==> config.mk <==
export PLATFORM = sky130hd
export DESIGN_NAME = voice_scheduler
export DESIGN_NICKNAME = d
export VERILOG_FILES = /design/src/rtl/voice_scheduler_pkg.sv /design/src/rtl/free_voice_picker.sv /design/src/rtl/voice_scheduler.sv
export SDC_FILE = /design/constraint.sdc
export NUM_CORES = 1
export LEC_CHECK = 0
export CAP_MARGIN = 10
export CORE_ASPECT_RATIO = 1.75
export CORE_MARGIN = 1
export CORE_UTILIZATION = 35
export DETAILED_ROUTE_END_ITERATION = 10
export GPL_ROUTABILITY_DRIVEN = 0
export GPL_TIMING_DRIVEN = 0
export PLACE_DENSITY_LB_ADDON = 0.12
export SLEW_MARGIN = 20
export SYNTH_ARGS = -nofsm -noshare
export SYNTH_HDL_FRONTEND = slang
export SYNTH_SLANG_ARGS = --single-unit
==> constraint.sdc <==
create_clock -name clk -period 5.15 [get_ports clk]
set_input_delay 1.03 -clock clk [delete_from_list [all_inputs] [get_ports clk]]
set_output_delay 1.03 -clock clk [all_outputs]
set_load 0.05 [all_outputs]
==> src/rtl/voice_scheduler_pkg.sv <==
// Shared widths, state encoding and load-bus payload for the voice scheduler.
package voice_scheduler_pkg;

    localparam int unsigned NOTE_W = 6;
    localparam int unsigned DUR_W  = 6;
    localparam int unsigned META_W = 3;

    typedef enum logic {
        ST_IDLE = 1'b0,
        ST_REST = 1'b1
    } state_e;

    typedef struct packed {
        logic [NOTE_W-1:0] note;
        logic [DUR_W-1:0]  dur;
        logic [META_W-1:0] meta;
    } voice_bus_t;

endpackage

==> src/rtl/free_voice_picker.sv <==
// Lowest-index priority encoder: one-hot grant of the first free voice.
module free_voice_picker #(
    parameter int unsigned NUM_VOICES = 3
) (
    input  logic [NUM_VOICES-1:0] i_free,
    output logic [NUM_VOICES-1:0] o_grant,
    output logic                  o_any_free
);

    // Two's-complement trick isolates the lowest set bit.
    assign o_grant    = i_free & (~i_free + NUM_VOICES'(1));
    assign o_any_free = |i_free;

endmodule

==> src/rtl/voice_scheduler.sv <==
// Polyphony controller: dispatches notes to the lowest idle voice and
// stalls dispatch for counted rests.
module voice_scheduler
    import voice_scheduler_pkg::*;
#(
    parameter int unsigned NUM_VOICES = 3
) (
    input  logic                  clk,
    input  logic                  reset,
    input  logic                  play_enable,
    input  logic                  beat,
    input  logic                  req_valid,
    output logic                  req_ready,
    input  logic                  req_is_rest,
    input  logic [NOTE_W-1:0]     req_note,
    input  logic [DUR_W-1:0]      req_duration,
    input  logic [META_W-1:0]     req_meta,
    input  logic [NUM_VOICES-1:0] voice_in_use,
    output logic [NUM_VOICES-1:0] voice_load,
    output logic [NOTE_W-1:0]     voice_note,
    output logic [DUR_W-1:0]      voice_duration,
    output logic [META_W-1:0]     voice_meta,
    output logic                  all_idle
);

    state_e                r_state;
    state_e                w_state_next;
    logic [DUR_W-1:0]      r_rest_cnt;
    voice_bus_t            r_bus;
    logic [NUM_VOICES-1:0] r_load;
    logic [NUM_VOICES-1:0] r_pend_d1;
    logic [NUM_VOICES-1:0] w_pending;
    logic [NUM_VOICES-1:0] w_free;
    logic [NUM_VOICES-1:0] w_grant;
    logic                  w_any_free;
    logic                  w_dur_zero;
    logic                  w_accept;
    logic                  w_accept_note;
    logic                  w_accept_rest;
    logic                  w_rest_beat;

    // A voice stays reserved while its strobe is out and one cycle after,
    // until the player's in_use has had time to rise.
    assign w_pending = r_load | r_pend_d1;
    assign w_free    = ~voice_in_use & ~w_pending;

    free_voice_picker #(
        .NUM_VOICES (NUM_VOICES)
    ) u_picker (
        .i_free     (w_free),
        .o_grant    (w_grant),
        .o_any_free (w_any_free)
    );

    assign w_dur_zero    = (req_duration == '0);
    assign req_ready     = play_enable & (r_state == ST_IDLE)
                         & (w_any_free | req_is_rest | w_dur_zero);
    assign w_accept      = req_valid & req_ready;
    assign w_accept_note = w_accept & ~req_is_rest & ~w_dur_zero;
    assign w_accept_rest = w_accept &  req_is_rest & ~w_dur_zero;
    assign w_rest_beat   = (r_state == ST_REST) & beat & play_enable;

    always_ff @(posedge clk) begin
        if (reset) begin
            r_state <= ST_IDLE;
        end else begin
            r_state <= w_state_next;
        end
    end

    always_comb begin
        w_state_next = r_state;
        case (r_state)
            ST_IDLE: if (w_accept_rest) w_state_next = ST_REST;
            ST_REST: if (w_rest_beat && (r_rest_cnt == DUR_W'(1))) w_state_next = ST_IDLE;
            default: w_state_next = ST_IDLE;
        endcase
    end

    // Rest beat counter; frozen while paused.
    always_ff @(posedge clk) begin
        if (reset) begin
            r_rest_cnt <= '0;
        end else if (w_accept_rest) begin
            r_rest_cnt <= req_duration;
        end else if (w_rest_beat) begin
            r_rest_cnt <= r_rest_cnt - DUR_W'(1);
        end
    end

    // Load strobe, pending shift and shared bus.
    always_ff @(posedge clk) begin
        if (reset) begin
            r_load    <= '0;
            r_pend_d1 <= '0;
            r_bus     <= '0;
        end else begin
            r_load    <= w_accept_note ? w_grant : '0;
            r_pend_d1 <= r_load;
            if (w_accept_note) begin
                r_bus <= '{note: req_note, dur: req_duration, meta: req_meta};
            end
        end
    end

    assign voice_load     = r_load;
    assign voice_note     = r_bus.note;
    assign voice_duration = r_bus.dur;
    assign voice_meta     = r_bus.meta;
    assign all_idle       = (r_state == ST_IDLE) & ~(|voice_in_use)
                          & ~(|w_pending) & ~(|r_load);

endmodule

# Word-level counts from Yosys, hierarchy flattened
# Index checks and enable logic that the tools add are counted.
# word_totals
inputBits	24
out_inout_bits	20
ff_bits	28
# op_classes
eq_ne	1
add_sub_neg	2
bitwise	27
mux	5
n_reduce_logical	8
# ops
op	n
1-bit AND	12
6-bit 2-to-1 mux	2
3-bit OR reduction	4
3-bit NOT	3
1-bit NOT	7
3-bit AND	2
6-bit by 1-bit == test with 1-bit output (second input constant)	1
6-bit zero test	1
6-bit by 1-bit subtractor with 6-bit output (second input constant)	1
3-bit by 1-bit adder with 3-bit output (second input constant)	1
3-bit OR	1
1-bit 2-to-1 mux	2
1-bit OR	2
1-bit case mux with 2 select lines	1
2-bit nonzero test	1
2-bit OR reduction	1
1-bit logical AND	1

# Logic depth before layout (Yosys ltp)
# logic_depth
word_depth	12
mapped_depth	5
mapped_depth_nobuf	5

# Hierarchy
# Synthesis repeated with hierarchy kept, for this count alone.
# unflattened
hier_cells	121
area_unflattened_um2	1243.7
# by_module_without_submodules
module	n_inst	cells_each	seq_area_each_um2	area_each_um2
voice_scheduler	1	117	560.5	1216.2
free_voice_picker	1	4	0.0	27.5

# Worst setup path before layout
# Ideal clock, no wire load.
# synth_path
path_kind	input port to output port
from	input port voice_in_use[1]
to	output port all_idle
required_ns	4.120
setup_slack_ns	1.157
arrival_time_ns	2.963
cell_stages	2
cell_sequence	or3_4 -> nor4_1
# synth_between
elab_chain_cells	5
# synth_rtl
element	line_no	text
from (decl)	voice_scheduler.sv:18	input logic [NUM_VOICES-1:0] voice_in_use,
3-bit OR reduction	voice_scheduler.sv:110	assign all_idle = (r_state == ST_IDLE) & ~(|voice_in_use)
1-bit NOT	voice_scheduler.sv:110	
1-bit AND	voice_scheduler.sv:110	
1-bit AND (2 in a row)	voice_scheduler.sv:111	& ~(|w_pending) & ~(|r_load);
to (decl)	voice_scheduler.sv:23	output logic all_idle
# Every way passes these cells.

# Worst setup path after layout
# layout_path
from	input port req_duration[0]
to	output port req_ready
# layout_between
elab_chain_cells	3
# layout_rtl
element	line_no	text
from (decl)	voice_scheduler.sv:16	input logic [DUR_W-1:0] req_duration,
6-bit zero test	voice_scheduler.sv:55	assign w_dur_zero = (req_duration == '0);
1-bit OR	voice_scheduler.sv:57	& (w_any_free | req_is_rest | w_dur_zero);
1-bit AND	voice_scheduler.sv:57	
to (decl)	voice_scheduler.sv:13	output logic req_ready,
# Every way passes these cells.

==> impl_results.md <==
* FF-to-FF setup slack at 3.04 ns
* Post-Syn Area at about 1300 µm²
* DR pass1 iterations at 4
* Initial antenna violation count at 0
* Skew final at 0.00245 ns
* Most frequent cells in the layout: clkdlybuf4s50_1, nand2b_1, dfxtp_1
* Chip height at between 80 and 90 µm
* Pin count of the biggest net entering global routing at 16
* Post-CTS setup buffers at 0
* I/O pins at 44
* Post-synthesis sequential area ratio at a little over two fifths
* R2R Path Start: voice_load[0]
* Synth Warn # at 0
* Antenna Diode Count at 0
* Layout cells sized above 1 at approximately 6%
* Core area at approximately 3600 µm²
* CTS clk-pin slew, worst paths at ~0.090 ns
* Top FF cell, synth: dfxtp_1
* 1st-iter DRT viols at 20
* Gate Count Post-Synth at 136
* Cells on worst reg2reg path at 5
* Critical-path cell list: clkdlybuf4s50_1 -> or4_1 -> nor3_2 -> nor2_1 -> a21oi_1 -> clkdlybuf4s50_1
* Most common cell after layout, fill and taps aside: clkdlybuf4s50_1
* Placed Cells at between 200 and 250
* Num CTS Buffers at 3
* Critical path buffers and inverters at 2
* Actual slew at the worst max-slew pin at roughly 0.68 ns
* Hold depth at 2
* Mapped Nets at between 150 and 200
* Setup violations, final at 0
* Tmin final at between 4 and 5 ns
* Nets at 210
* Min-delay src: voice_note[4]
* Count of cell types in the netlist at 37
* Top cell by count, worst path: clkdlybuf4s50_1
* First-pass GRT wire length at 4.90 mm
* Fraction of registers with async set/reset at 0%
* Crit-path slowest cell: clkdlybuf4s50_1
* WHS Endpoint: voice_note[4]
* Worst VDD drop at 0.226 mV
* Crit end category: output port
* Delay-heaviest family, CP: buffers and inverters
* Drt wl/cell at between 10 and 15 µm
* Fin cells at between 200 and 250
* Via density at 4.93
* Max capacitance violation total at 0
* Fmax at around 220 MHz
* Period utilisation layout at just under 90%
* Yosys reg bits at 28
* Vias in the first global route at between 1000 and 1500
* Average size of a mapped cell at roughly 9.9 µm²
* Rel. slew slack at between 50% and 60%
* CP peak stage delay at between 0.8 and 0.9 ns
* PostCTS Resize Cnt at 0
* CTS H-tree lvls at 1
* Vias at around 1100
* I/O Buffers at 43
* R2r endpoint: voice_note[5]
* Starting Density at around 37%
* Layout Area Growth over Synthesis at 40.5%
* Worst EP arrival at between 3 and 4 ns
* Final HPWL DP at roughly 2.3 mm
* Worst skew pair latency at 0.27 ns
* Gr ovfl total at 0
* Detailed Route WL at ~2.9 mm
* Die ar. at just over 4000 µm²
* Maximum fanout along the worst path at 3
* Cell Rows at 29
* Residual DRC at 0
* Pins over their slew limit at 0
* GRT Overall Usage at around 15%
* Root buf cell: clkbuf_8
* Hold Path Class: reg -> reg
* ANT nets after route at 0
* Status: completed
* Lkg Pwr at 0.641 nW
* Setup TNS at 0 ns
* Final Hold Fails at 0
* Startpoint class of the critical path: input port
* Hold-fix buffers, CTS at 0
* P per Cell Area at ~240 nW/µm²
* EDFF count, synth at 0
* Clk sinks at 28
* Req. time, crit path at 4.12 ns
* Clk buf depth at 2
* Type of the worst setup path: in -> out
* DIE WIDTH at approximately 49 µm
* RSZ-0062 raised after global routing: no
* CTS tree: done
==> through the flow <==
step                      util, %  worst slack (ns)  hold WS [ns]  total power (W)  area, µm²
after floorplan                 -              1.16         0.493         0.000285       1340
after global placement       50.4             0.693         0.459         0.000322       1830
after detailed placement     50.4             0.688         0.460         0.000323       1830
after CTS                    51.9             0.674         0.483         0.000457       1880
after global routing         51.9             0.639         0.507         0.000472       1880
final                        51.9             0.688         0.478         0.000452       1880
==> synthesized netlist by cell type, types with 3 or more instances <==
cell / instances / share of area (%)
nand2_1: 4 / 1.1
dfxtp_1: 28 / 42
nor2_1: 6 / 1.7
a211oi_1: 3 / 1.7
nor4_1: 4 / 1.9
inv_1: 3 / 0.84
nand2b_1: 31 / 14
mux2i_1: 15 / 11
clkbuf_1: 5 / 1.4
a21oi_1: 3 / 1.1
nor2b_1: 4 / 1.9
==> cell type report <==
type	instances	area (µm²)
Buffer	6	30.0
Clock buffer	4	55.1
Fill cell	348	1750
Inverter	3	11.3
Multi-Input combinational cell	99	738
Sequential cell	28	561
Tap cell	46	57.6
Timing Repair Buffer	43	430
==> report_power, final <==
| part | leakage (nW) | internal [W] | switching (W) |
|---|---|---|---|
| sequential | 0.227 | 0.000224 | 0.00000575 |
| combinational | 0.385 | 0.0000431 | 0.0000449 |
| clock | 0.0288 | 0.0000684 | 0.0000658 |
==> cells by family (layout without fill, tap and decap cells) <==
logic type               Yosys count  in the layout  share of synthesized area (%)
AND/OR/NAND/NOR                   64             64                           31.6
flip-flops                        28             28                           41.8
XOR/XNOR                           3              3                           1.96
multiplexers                      15             15                           11.2
AO/OA/AOI/OAI                     15             15                           8.50
buffers and inverters              9             56                           3.08
adder cells (fa/ha/maj)            2              2                           1.87
==> layer usage <==
| metal | share of wire, % | track usage [%] |
|---|---|---|
| met5 | 0 | 0 |
| met4 | 0.83 | 5.88 |
| met3 | 4.1 | 2.19 |
| met2 | 55 | 26.5 |
| met1 | 40 | 17.2 |
==> worst reg2reg max path: stages, from the launching register on <==
cell     delay (ns)
dfxtp_1        0.34
or3_4          0.40
and3_4         0.21
nor4_4         0.63
buf_6          0.26
mux2i_1        0.21
==> worst max-delay path by stage <==
stage,startpoint,end,depth (start not counted)
floorplan,voice_in_use[1],all_idle,2
global placement,req_duration[0],req_ready,6
detailed placement,req_duration[0],req_ready,6
CTS,req_duration[0],req_ready,6
global route,req_duration[0],req_ready,6
finish,req_duration[0],req_ready,6
==> sequential cells by signal, indices dropped and copies added, names as in the netlist <==
register        count
r_pend_d1           3
r_rest_cnt          6
r_state             1
voice_duration      6
voice_load          3
voice_meta          3
voice_note          6
Note: power is estimated with default switching activity, not from simulation.
